--- src/rtl/scroll_refresh_ctrl_if.sv ---
// Handshake and scroll bus between the game FSM/world (master) and scroll_refresh_ctrl (slave).
interface scroll_refresh_ctrl_if #(
    parameter int HEIGHT_W = 20
);
    logic [2:0]          outstate;
    logic [9:0]          doodle_y;
    logic                doodle_rising;
    logic                refresh_en;
    logic                trigger;
    logic                scroll_step;
    logic [3:0]          scroll_dy;
    logic [HEIGHT_W-1:0] height;

    modport master (
        output outstate, doodle_y, doodle_rising,
        input  refresh_en, trigger, scroll_step, scroll_dy, height
    );

    modport slave (
        input  outstate, doodle_y, doodle_rising,
        output refresh_en, trigger, scroll_step, scroll_dy, height
    );
endinterface

--- src/rtl/scroll_refresh_ctrl.sv ---
// Refresh responder: requests Refreshing when the doodle climbs high, scrolls one step per frame,
// then holds trigger until the FSM leaves Refreshing. All outputs registered; no backpressure.
module scroll_refresh_ctrl #(
    parameter int THRESH_Y   = 160,
    parameter int TARGET_Y   = 320,
    parameter int STEP       = 8,
    parameter int MAX_SCROLL = 240,
    parameter int HEIGHT_W   = 20
) (
    input  logic Clock,
    input  logic Reset,
    input  logic frame_clk,
    scroll_refresh_ctrl_if.slave bus
);
    localparam logic [2:0] OS_GAME    = 3'b010;
    localparam logic [2:0] OS_REFRESH = 3'b100;
    localparam logic [2:0] OS_INIT    = 3'b101;

    localparam logic [9:0] THRESH_10 = 10'(THRESH_Y);
    localparam logic [9:0] TARGET_10 = 10'(TARGET_Y);
    localparam logic [9:0] MAX_10    = 10'(MAX_SCROLL);
    localparam logic [9:0] STEP_10   = 10'(STEP);
    localparam logic [3:0] STEP_4    = 4'(STEP);

    typedef enum logic [1:0] {IDLE, ARMED, SCROLL, DONE} state_t;

    state_t              state_q, state_d;
    logic [9:0]          remaining_q, remaining_d;
    logic                refresh_en_q, refresh_en_d;
    logic                trigger_q, trigger_d;
    logic                scroll_step_q, scroll_step_d;
    logic [3:0]          scroll_dy_q, scroll_dy_d;
    logic [HEIGHT_W-1:0] height_q, height_d;
    logic                fclk_s1_q, fclk_s1_d;
    logic                fclk_s2_q, fclk_s2_d;
    logic                fclk_s3_q, fclk_s3_d;
    logic                frame_tick_q, frame_tick_d;

    logic [3:0]          step_dy;
    logic [9:0]          rem_after_step;
    logic [HEIGHT_W:0]   height_sum;
    logic [9:0]          capture_raw;
    logic [9:0]          capture_rem;

    assign step_dy        = (remaining_q < STEP_10) ? remaining_q[3:0] : STEP_4;
    assign rem_after_step = remaining_q - {6'd0, step_dy};
    assign height_sum     = {1'b0, height_q} + (HEIGHT_W+1)'(step_dy);
    // doodle_y < THRESH_Y < TARGET_Y at capture, so this never underflows
    assign capture_raw    = TARGET_10 - bus.doodle_y;
    assign capture_rem    = (capture_raw > MAX_10) ? MAX_10 : capture_raw;

    always_comb begin
        fclk_s1_d    = frame_clk;
        fclk_s2_d    = fclk_s1_q;
        fclk_s3_d    = fclk_s2_q;
        frame_tick_d = fclk_s2_q & ~fclk_s3_q;
    end

    always_comb begin
        state_d       = state_q;
        remaining_d   = remaining_q;
        refresh_en_d  = refresh_en_q;
        trigger_d     = trigger_q;
        scroll_step_d = 1'b0;
        scroll_dy_d   = scroll_dy_q;
        height_d      = height_q;

        case (state_q)
            IDLE: begin
                refresh_en_d = 1'b0;
                trigger_d    = 1'b0;
                if (bus.outstate == OS_GAME && bus.doodle_rising && bus.doodle_y < THRESH_10) begin
                    remaining_d  = capture_rem;
                    refresh_en_d = 1'b1;
                    state_d      = ARMED;
                end
            end
            ARMED: begin
                if (bus.outstate == OS_REFRESH) begin
                    refresh_en_d = 1'b0;
                    state_d      = SCROLL;
                end else if (bus.outstate != OS_GAME) begin
                    refresh_en_d = 1'b0;
                    remaining_d  = '0;
                    state_d      = IDLE;
                end
            end
            SCROLL: begin
                if (bus.outstate != OS_REFRESH) begin
                    remaining_d = '0;
                    state_d     = IDLE;
                end else if (frame_tick_q) begin
                    scroll_step_d = 1'b1;
                    scroll_dy_d   = step_dy;
                    remaining_d   = rem_after_step;
                    height_d      = height_sum[HEIGHT_W] ? '1 : height_sum[HEIGHT_W-1:0];
                    if (rem_after_step == 10'd0) begin
                        trigger_d = 1'b1;
                        state_d   = DONE;
                    end
                end
            end
            DONE: begin
                if (bus.outstate != OS_REFRESH) begin
                    trigger_d = 1'b0;
                    state_d   = IDLE;
                end
            end
            default: state_d = IDLE;
        endcase

        // INIT wipes the climb and cancels any refresh in flight
        if (bus.outstate == OS_INIT) begin
            state_d       = IDLE;
            remaining_d   = '0;
            refresh_en_d  = 1'b0;
            trigger_d     = 1'b0;
            scroll_step_d = 1'b0;
            scroll_dy_d   = '0;
            height_d      = '0;
        end
    end

    always_ff @(posedge Clock) begin
        if (Reset) begin
            state_q       <= IDLE;
            remaining_q   <= '0;
            refresh_en_q  <= 1'b0;
            trigger_q     <= 1'b0;
            scroll_step_q <= 1'b0;
            scroll_dy_q   <= '0;
            height_q      <= '0;
            fclk_s1_q     <= 1'b0;
            fclk_s2_q     <= 1'b0;
            fclk_s3_q     <= 1'b0;
            frame_tick_q  <= 1'b0;
        end else begin
            state_q       <= state_d;
            remaining_q   <= remaining_d;
            refresh_en_q  <= refresh_en_d;
            trigger_q     <= trigger_d;
            scroll_step_q <= scroll_step_d;
            scroll_dy_q   <= scroll_dy_d;
            height_q      <= height_d;
            fclk_s1_q     <= fclk_s1_d;
            fclk_s2_q     <= fclk_s2_d;
            fclk_s3_q     <= fclk_s3_d;
            frame_tick_q  <= frame_tick_d;
        end
    end

    assign bus.refresh_en  = refresh_en_q;
    assign bus.trigger     = trigger_q;
    assign bus.scroll_step = scroll_step_q;
    assign bus.scroll_dy   = scroll_dy_q;
    assign bus.height      = height_q;
endmodule

--- src/flat_wrapper.sv ---
// flat-port wrapper written by rule: the top's interface ports become plain ports
module scroll_refresh_ctrl_flat 
#(
    parameter int THRESH_Y   = 160,
    parameter int TARGET_Y   = 320,
    parameter int STEP       = 8,
    parameter int MAX_SCROLL = 240,
    parameter int HEIGHT_W   = 20
)
  (Clock, Reset, frame_clk, bus_outstate, bus_doodle_y, bus_doodle_rising, bus_refresh_en, bus_trigger, bus_scroll_step, bus_scroll_dy, bus_height);
  scroll_refresh_ctrl_if #(.HEIGHT_W(HEIGHT_W)) bus_i ();
  input  logic Clock;
  input  logic Reset;
  input  logic frame_clk;
  input wire logic [$bits(bus_i.outstate)-1:0] bus_outstate;
  input wire logic [$bits(bus_i.doodle_y)-1:0] bus_doodle_y;
  input wire logic [$bits(bus_i.doodle_rising)-1:0] bus_doodle_rising;
  output wire logic [$bits(bus_i.refresh_en)-1:0] bus_refresh_en;
  output wire logic [$bits(bus_i.trigger)-1:0] bus_trigger;
  output wire logic [$bits(bus_i.scroll_step)-1:0] bus_scroll_step;
  output wire logic [$bits(bus_i.scroll_dy)-1:0] bus_scroll_dy;
  output wire logic [$bits(bus_i.height)-1:0] bus_height;
  assign bus_i.outstate = bus_outstate;
  assign bus_i.doodle_y = bus_doodle_y;
  assign bus_i.doodle_rising = bus_doodle_rising;
  assign bus_refresh_en = bus_i.refresh_en;
  assign bus_trigger = bus_i.trigger;
  assign bus_scroll_step = bus_i.scroll_step;
  assign bus_scroll_dy = bus_i.scroll_dy;
  assign bus_height = bus_i.height;
  scroll_refresh_ctrl #(.THRESH_Y(THRESH_Y), .TARGET_Y(TARGET_Y), .STEP(STEP), .MAX_SCROLL(MAX_SCROLL), .HEIGHT_W(HEIGHT_W)) u_core (.Clock(Clock), .Reset(Reset), .frame_clk(frame_clk), .bus(bus_i));
endmodule
--- config.mk ---
export PLATFORM = sky130hd
export DESIGN_NAME = scroll_refresh_ctrl_flat
export DESIGN_NICKNAME = d
export VERILOG_FILES = /design/src/rtl/scroll_refresh_ctrl_if.sv /design/src/rtl/scroll_refresh_ctrl.sv /design/src/flat_wrapper.sv
export SDC_FILE = /design/constraint.sdc
export NUM_CORES = 1
export LEC_CHECK = 0
export CORE_AREA = 10 10 69 99
export CTS_BUF_LIST = sky130_fd_sc_hd__clkbuf_8
export CTS_CLUSTER_SIZE = 30
export DETAILED_ROUTE_END_ITERATION = 6
export DIE_AREA = 0 0 79 109
export HOLD_SLACK_MARGIN = 0.08
export PLACE_DENSITY = 0.78
export SETUP_SLACK_MARGIN = 0.02
export SYNTH_ARGS = -nofsm -noshare
export SYNTH_HDL_FRONTEND = slang
export SYNTH_SLANG_ARGS = --single-unit
--- constraint.sdc ---
create_clock -name Clock -period 3.7 [get_ports Clock]
set_input_delay 0.37 -clock Clock [delete_from_list [all_inputs] [get_ports Clock]]
set_output_delay 0.37 -clock Clock [all_outputs]
set_load 0.02 [all_outputs]
==> results of run 1 <==
==> sequential cells by signal, summed over array words and instances (netlist names) <==
register	flops
u_core.bus.height	20
u_core.remaining_q	10
u_core.bus.scroll_dy	4
u_core.state_q	2
u_core.bus.refresh_en	1
u_core.bus.scroll_step	1
u_core.bus.trigger	1
u_core.fclk_s1_q	1
u_core.fclk_s2_q	1
u_core.fclk_s3_q	1
u_core.frame_tick_q	1
==> metrics by stage <==
stage	cells	util (%)	worst slack [ns]	total power [mW]
finish	410	62.7	0.203	0.960
global route	410	62.7	0.0255	0.995
CTS	410	62.7	0.0282	0.967
detailed placement	402	60.4	0.0823	0.589
global placement	402	60.4	0.214	0.587
floorplan	298	-	0.251	0.546
==> worst max-delay path: cells and delay by family, from the launching register on <==
family | cells | cell delay (ns)
and+or+nand+nor | 5 | 1.29
AOI/OAI and AO/OA | 4 | 1.15
DFF | 1 | 0.36
adders and majority gates | 2 | 0.56
buffers and inverters | 1 | 0.05
==> placed cells by master (no fill, tap or decap), types with 4 or more instances in the layout <==
master / Yosys / layout
buf_4: 0 / 4
o21ai_0: 17 / 16
a211oi_1: 4 / 4
clkdlybuf4s50_1: 0 / 43
clkbuf_8: 0 / 6
nor2_1: 16 / 16
inv_1: 13 / 13
and3_1: 8 / 8
a21o_1: 6 / 6
and4_1: 5 / 5
a31oi_1: 7 / 7
or3_1: 4 / 4
nand3_1: 6 / 6
nor2b_1: 8 / 8
a21oi_1: 21 / 21
nand4_1: 5 / 5
xor2_1: 6 / 6
xnor2_1: 8 / 8
nand2_1: 28 / 28
nor3_1: 8 / 8
ha_1: 11 / 11
dfxtp_1: 43 / 43
==> how the worst max path moves through the flow <==
| stage | start | depth (start not counted) | end |
|---|---|---|---|
| final | u_core.remaining_q[3]$_SDFFE_PP0P_ | 12 | u_core.bus.height[16]$_SDFFE_PP0P_ |
| after global routing | u_core.remaining_q[3]$_SDFFE_PP0P_ | 13 | u_core.bus.height[19]$_SDFFE_PP0P_ |
| after CTS | u_core.remaining_q[3]$_SDFFE_PP0P_ | 12 | u_core.bus.height[16]$_SDFFE_PP0P_ |
| after detailed placement | u_core.remaining_q[3]$_SDFFE_PP0P_ | 13 | u_core.bus.height[19]$_SDFFE_PP0P_ |
| after global placement | u_core.remaining_q[3]$_SDFFE_PP0P_ | 13 | u_core.bus.height[19]$_SDFFE_PP0P_ |
| after floorplan | u_core.remaining_q[3]$_SDFFE_PP0P_ | 13 | u_core.bus.height[14]$_SDFFE_PP0P_ |
==> layout make-up <==
cell class / count / area [µm²]
sequential: 43 / 861
inverter: 14 / 52.6
fill: 472 / 1910
clock inverter: 2 / 35.0
tap: 68 / 85.1
multi-input combinational: 230 / 1640
timing repair buffer: 47 / 460
clock buffer: 6 / 82.6
==> repair_timing <==
action,in CTS,in global routing
setup endpoints to repair,0,12
resized for setup,0,1
endpoints found under the hold margin,0,0
hold buffers,0,0
==> where the power goes <==
part	internal (mW)	total [mW]	switching (mW)
Clock	0.219	0.382	0.163
Combinational	0.0492	0.109	0.0594
Sequential	0.466	0.470	0.00341
Total	0.734	0.960	0.226
==> routing by layer <==
layer  share of wire (%)  vias up
li1                    -     1186
met1                  37     1138
met2                  55       67
met3                 4.3       18
met4                 3.7        0
met5                   0        -
==> logic make-up (layout without fill, tap and decap cells) <==
| family | count (synthesis) | after routing | share of synthesized area (%) |
|---|---|---|---|
| AOI/OAI and AO/OA | 88 | 88 | 24.7 |
| adders and majority gates | 12 | 12 | 6.05 |
| xor gates and xnor gates | 14 | 14 | 4.71 |
| muxes | 4 | 4 | 1.59 |
| and+or+nand+nor | 112 | 112 | 25.8 |
| DFF | 43 | 43 | 33.0 |
| buffers and inverters | 25 | 69 | 4.03 |
==> run metrics, run 1 <==
outcome completed; Clk Latency, worst-skew pair 0.30 ns; initial DRC count 104; grt met2 use 29.4%; per-cell routed wire length 15.6 µm; CTS Buf Count 5; die width 79 µm; Peak VDD IR 0.174 mV; Reg2Reg Launch Point u_core.remaining_q[3]$_SDFFE_PP0P_; cell with the most instances after synthesis dfxtp_1; global-route track usage on met3 3.13%; Synth warnings 0; CP max-delay cell a2111oi_4; min cycle time layout 3.50 ns; # DRC 0; CP max FO 7; num rows 32; P per Cell Area 299 mW/mm²; Synth top area share 33.0%; final instance area 0.00322 mm²; WHS 0.397 ns; initial antenna violation count 0; gr ovfl total 0; sequential fraction of the synthesis area 33.0%; largest net degree at the start of global routing 22; Starting Density 50.8%; Final ANT Viol Nets 0; static leakage 1.16 nW; hold depth 1; setup TNS 0 ns; CP endpoint kind flip-flop; total I/O pin count 44; R2R setup slack 0.20 ns; DRT Pass-1 Iters 4; M1 GR Usage 13.8%; Avg Vias per Cell 5.88; Max-Cap Viols 0; top cells by area, synth dfxtp_1, ha_1, a21oi_1; critical path data required time 3.90 ns; Post-DP Area 0.00310 mm²; synthesis-stage register bit count 43; Mapped Area 0.00260 mm²; Layout Skew 0.00921 ns; Worst path most repeated cell or3_1; CP Data Arrival Time 3.70 ns; Critical Path, Cell by Cell or3_1, or3_1, nor3_4, and2_1, ha_1, inv_1, fa_1, nor2b_1, o21ai_1, a2111oi_4, a31oi_1, a311oi_1; ant diodes 0; count of final setup violators 0; post-CTS setup repair buffer count 0; R2R Path End u_core.bus.height[16]$_SDFFE_PP0P_; clk root buf clkbuf_8; Worst Max-Slew Pin Slew 0.756 ns; htree depth 2; max-slew violation count 0; NumNets Final 370; CTS tree done; HP Start u_core.fclk_s3_q$_SDFF_PP0_; clock sink total 43; CTS max path bufs 2; Final HPWL DP 4990 µm; Critical Path Source Type flip-flop; Die Area 0.00861 mm²; synthesized area per cell 8.74 µm²; Syn Inst Count 298; hold crit path type flip-flop to flip-flop; first-pass GRT wire length 10800 µm; gr usage total 15.1%; unrepaired setup endpoints after global routing false; core footprint 0.00512 mm²; global route hottest layer met2; Post-Route WL 6400 µm; Crit path largest cell delay 0.56 ns; Fmax achieved 286 MHz; Die Ht 109 µm; CP Class flip-flop to flip-flop; Distinct cells, synth 65; GPL Wtd Cong 0.823; Slew headroom 49.6%; final hold viol count 0; EDFF count, synth 0; hold endpoint u_core.frame_tick_q$_SDFF_PP0_; Worst-path clk slew 0.08 ns; Area Growth Syn to Fin 23.4%; synth cell count leaders dfxtp_1, nand2_1, a21oi_1; post-synth top area cell dfxtp_1; Final Cycle Share 94.5%; ys flop type dfxtp_1; IO buf count 43; vias in the first global route 2501; Syn Nets 327; share of layout cells above drive strength 1 9.06%; Synth async-reset ratio 0%; via count 2409; cell depth of the worst flop-to-flop path 12
Note: power is estimated with default switching activity, not from simulation.
==> inputs of run 2 (changes only) <==
Settings changed: CORE_AREA 10 10 69 99 to 10 10 74 107, DIE_AREA 0 0 79 109 to 0 0 84 117, PLACE_DENSITY 0.78 to 0.67.
==> run metrics, run 2 (same netlist as run 1, synthesis figures left out) <==
static leakage 1.16 nW (+0.17%); sequential cell area 861 µm² (unchanged); Fill cells 602 (+28%); Worst-path clk slew 0.08 ns (about the same); Worst path most repeated cell or3_1; unrepaired setup endpoints after global routing true; kind of cell adding the most delay to the critical path simple AND/OR/NAND/NOR gates; R2R setup slack 0.16 ns (-0.05 ns); first-pass GRT wire length 10800 µm (+0.39%); Max-Cap Viols 0 (unchanged); min cycle time layout 3.54 ns (+0.0459 ns); DRT Pass-1 Iters 4 (unchanged); Critical Path, Cell by Cell or3_1, or3_1, nor3_4, and2_1, ha_1, inv_1, fa_1, nor2b_1, o21ai_0, a211oi_4, nand2_4, and4_1, a211oi_2; count of final setup violators 0 (unchanged); setup TNS 0 ns (unchanged); Slew headroom 46.2% (-3.3 points); via count 2408 (-0.042%); Final HPWL DP 4960 µm (-0.64%); outcome completed; CP max-delay cell a211oi_4; per-cell routed wire length 15.1 µm (-3.3%); Avg Vias per Cell 5.76 (-2.0%); # DRC 0 (unchanged); largest net degree at the start of global routing 23 (+4.5%); final hold viol count 0 (unchanged); most frequent cells in the layout clkdlybuf4s50_1, dfxtp_1, nand2_1, a21oi_1, o21ai_0; Clk Latency, worst-skew pair 0.30 ns (about the same); vias in the first global route 2443 (-2.3%); Multi-input gate area 0.00164 mm² (unchanged); num rows 35 (+9.4%); max-slew violation count 0 (unchanged); CTS Buf Count 5 (unchanged); initial DRC count 63 (-39%); Final ANT Viol Nets 0 (unchanged); share of layout cells above drive strength 1 9.30% (+0.24 points); Crit path largest cell delay 0.44 ns (-0.12 ns); Final Cycle Share 95.8% (+1.2 points); Post-Route WL 6300 µm (-1.5%); CP Data Arrival Time 3.76 ns (+0.06 ns); hold_buf cts 0 (unchanged); gr usage total 12.9% (-2.2 points); Peak VDD IR 0.111 mV (-36%); Fmax achieved 282 MHz (-1.3%); CP Class flip-flop to flip-flop; clock sink total 43 (unchanged); max reg flops 20 (unchanged); htree depth 2 (unchanged); initial antenna violation count 0 (unchanged); total I/O pin count 44 (unchanged); CP max FO 10 (+3); IO buf count 43 (unchanged); cts repair resizes 0 (unchanged); Critical Path Source Type flip-flop; hold crit path type flip-flop to flip-flop; Finished Layout Cells 418 (+2.0%); critical path buffer and inverter count 1 (unchanged); ant diodes 0 (unchanged); Layout Skew 0.00888 ns (-0.000329 ns); Starting Density 43.1% (-7.7 points); NumNets Final 374 (+1.1%); CTS tree done; GPL Wtd Cong 0.918 (+12%); core footprint 0.00604 mm² (+18%); die width 84 µm (+6.3%); Die Ht 117 µm (+7.3%); P per Cell Area 266 mW/mm² (-11%); Placed Cells 409 (+1.7%); CP endpoint kind flip-flop; critical path data required time 3.91 ns (about the same); Die Area 0.00983 mm² (+14%); CTS max path bufs 2 (unchanged); post-CTS setup repair buffer count 0 (unchanged); Area Growth Syn to Fin 23.2%; Worst Max-Slew Pin Slew 0.807 ns (+0.0502 ns); gr ovfl total 0 (unchanged); clk root buf clkbuf_8
==> run 2: final timing paths <==
path,startpoint,end,depth (start not counted)
worst max-delay path,u_core.remaining_q[4]$_SDFFE_PP0P_,u_core.bus.height[19]$_SDFFE_PP0P_,13
worst min-delay path,u_core.fclk_s3_q$_SDFF_PP0_,u_core.frame_tick_q$_SDFF_PP0_,1
worst max register to register,u_core.remaining_q[4]$_SDFFE_PP0P_,u_core.bus.height[19]$_SDFFE_PP0P_,13
worst min register to register,u_core.fclk_s3_q$_SDFF_PP0_,u_core.frame_tick_q$_SDFF_PP0_,1
==> run 2: per-stage QoR <==
stage	power, mW	util, %	area, µm²	worst slack (ns)	hold slack (ns)
finish	0.854	53.1	3210	0.157	0.396
global route	0.895	53.1	3210	-0.00340	0.430
CTS	0.864	52.7	3190	0.123	0.401
detailed placement	0.589	51.5	3110	0.150	0.381
global placement	0.588	51.5	3110	0.239	0.376
floorplan	0.546	-	2610	0.251	0.367
==> run 2: layer usage <==
metal | vias to the layer above | wire (µm) | global-route usage, %
met1 | 1146 | 2420 | 12.3
met3 | 11 | 317 | 3.05
met5 | - | 0 | 0
li1 | 1192 | - | -
met2 | 59 | 3440 | 25.1
met4 | 0 | 126 | 6.16
==> run 2: worst reg2reg max path: cells and delay by family (launching register included) <==
kind	cells	cell delay (ns)
and+or+nand+nor	7	1.60
DFF	1	0.35
AOI/OAI and AO/OA	3	0.89
adders and majority gates	2	0.56
buffers and inverters	1	0.06
==> run 2: area by class of cell <==
cell class	instances	area share (%)
multi-input combinational	230	51.1
sequential	43	26.8
timing repair buffer	51	15.3
tap	74	2.89
clock buffer	5	2.15
inverter	14	1.64
clock inverter	1	0.117
==> run 2: power breakdown <==
part,internal [mW],switching (mW),leakage (nW)
Sequential,0.467,0.00343,0.347
Clock,0.123,0.153,0.0413
Combinational,0.0493,0.0593,0.772
==> inputs of run 3 (changes only) <==
Settings changed: CORE_AREA 10 10 74 107 to 10 10 72 104, DIE_AREA 0 0 84 117 to 0 0 82 114, PLACE_DENSITY 0.67 to 0.71, TNS_END_PERCENT set to 5.
==> run metrics, run 3 (same netlist as run 1, synthesis figures left out) <==
CTS tree done; Reg2Reg Launch Point u_core.remaining_q[3]$_SDFFE_PP0P_; htree depth 2 (unchanged); vias in the first global route 2271 (-7.0%); Final Cycle Share 92.5% (-3.3 points); DRT Pass-1 Iters 4 (unchanged); CP Class flip-flop to flip-flop; Fmax achieved 292 MHz (+3.6%); per-cell routed wire length 14.7 µm (-2.7%); max reg flops 20 (unchanged); final hold viol count 0 (unchanged); via count 2351 (-2.4%); Multi-input gate area 0.00164 mm² (unchanged); setup TNS 0 ns (unchanged); Worst Max-Slew Pin Slew 0.791 ns (-0.0162 ns); Die Ht 114 µm (-2.6%); Critical Path Source Type flip-flop; Die Area 0.00935 mm² (-4.9%); pre-CTS WS 0.162 ns (+0.0124 ns); Final HPWL DP 4890 µm (-1.4%); die width 82 µm (-2.4%); Crit. Startpoint u_core.remaining_q[3]$_SDFFE_PP0P_; CTS max path bufs 2 (unchanged); final core occ 56.2% (+3.1 points); Slew headroom 47.3% (+1.1 points); GPL Wtd Cong 0.847 (-7.8%); Critical Path End u_core.bus.height[19]$_SDFFE_PP0P_; initial antenna violation count 0 (unchanged); wire length on met2 3160 µm (-8.2%); CTS Buf Count 5 (unchanged); Clk Latency, worst-skew pair 0.29 ns (about the same); share of layout cells above drive strength 1 9.30% (unchanged); CP max FO 10 (unchanged); ant diodes 0 (unchanged); Peak VDD IR 0.151 mV (+37%); Avg Vias per Cell 5.65 (-1.9%); Area Growth Syn to Fin 23.0%; first-pass GRT wire length 10200 µm (-6.0%); total I/O pin count 44 (unchanged); clock sink total 43 (unchanged); NumNets Final 372 (-0.53%); num rows 34 (-2.9%); gr ovfl total 0 (unchanged); P per Cell Area 270 mW/mm² (+1.5%); cell depth of the worst flop-to-flop path 13 (unchanged); hold crit path type flip-flop to flip-flop; min cycle time layout 3.42 ns (-0.122 ns); top sig layer met4; CP Data Arrival Time 3.64 ns (-0.12 ns); R2R setup slack 0.28 ns (+0.12 ns); hold_buf cts 0 (unchanged); max-slew violation count 0 (unchanged); sequential cell area 861 µm² (unchanged); Fill cells 548 (-9.0%); Final ANT Viol Nets 0 (unchanged); unrepaired setup endpoints after global routing false; static leakage 1.15 nW (-0.59%); # DRC 0 (unchanged); Post-Route WL 6100 µm (-3.1%); R2R Path End u_core.bus.height[19]$_SDFFE_PP0P_; met1 WL 2510 µm (+3.9%); Worst-path clk slew 0.08 ns (about the same); IO buf count 43 (unchanged); core footprint 0.00570 mm² (-5.7%); Max-Cap Viols 0 (unchanged); gr usage total 13.2% (+0.35 points); met3 routed WL 270 µm (-15%); outcome completed; count of final setup violators 0 (unchanged); post-layout power 0.866 mW (+1.4%); Final WS setup 0.279 ns (+0.122 ns); clk root buf clkbuf_8; largest net degree at the start of global routing 23 (unchanged); CP endpoint kind flip-flop; WHS 0.389 ns (-0.00754 ns); Starting Density 45.7% (+2.6 points); initial DRC count 128 (+100%); Layout Skew 0.00673 ns (-0.00214 ns); most frequent cells in the layout clkdlybuf4s50_1, dfxtp_1, nand2_1, a21oi_1; critical path data required time 3.91 ns (about the same)
run 3: cell types whose count changed in the layout (fill, tap and decap cells not counted), sizes merged:
cell | before | now
clkinv | 1 | 2
buf | 8 | 6
clkinvlp | 0 | 1
run 3: layout make-up:
cell class	count	share of cell area (%)
clock inverter	3	0.508
clock buffer	5	2.15
sequential	43	26.9
multi-input combinational	230	51.2
tap	72	2.81
timing repair buffer	49	14.8
inverter	14	1.64
run 3: per-layer routing:
layer	up-vias	global-route usage, %
met5	-	0
met4	0	6.26
met3	13	2.52
met2	51	24.1
met1	1098	13.8
li1	1189	-
run 3: where the power goes:
part           switching, mW  total (mW)  internal [mW]
sequential           0.00320       0.470          0.466
combinational         0.0586       0.108         0.0492
clock                  0.159       0.289          0.129
total                  0.221       0.866          0.645
run 3: worst min path at each step:
stage                                           endpoint  slack [ns]  depth (start not counted)                   startpoint
after floorplan           u_core.frame_tick_q$_SDFF_PP0_        0.37                          1  u_core.fclk_s3_q$_SDFF_PP0_
after CTS                 u_core.frame_tick_q$_SDFF_PP0_        0.39                          1  u_core.fclk_s3_q$_SDFF_PP0_
after global placement    u_core.frame_tick_q$_SDFF_PP0_        0.37                          1  u_core.fclk_s3_q$_SDFF_PP0_
final                     u_core.frame_tick_q$_SDFF_PP0_        0.39                          1  u_core.fclk_s3_q$_SDFF_PP0_
after global routing      u_core.frame_tick_q$_SDFF_PP0_        0.42                          1  u_core.fclk_s3_q$_SDFF_PP0_
after detailed placement  u_core.frame_tick_q$_SDFF_PP0_        0.38                          1  u_core.fclk_s3_q$_SDFF_PP0_
run 3: critical path, cell delays in order (launching register included):
cell and delay [ns]:
dfxtp_1 0.36, or3_1 0.43, or3_1 0.39, nor3_4 0.14, and2_1 0.17, ha_1 0.16
inv_1 0.05, fa_1 0.40, nor2b_1 0.13, o21ai_1 0.16, a211oi_4 0.38, nand2_4 0.14
and4_1 0.22, a211oi_2 0.20
run 3: repair_timing:
action / CTS / global route
setup endpoints to repair: 0 / 10
resized for setup: 0 / 1
buffers inserted: 0 / 1
run 3: per-stage QoR:
stage / std cells / area [µm²]
after floorplan: 298 / 2610
after global placement: 407 / 3110
after detailed placement: 407 / 3110
after CTS: 415 / 3200
after global routing: 416 / 3200
final: 416 / 3200
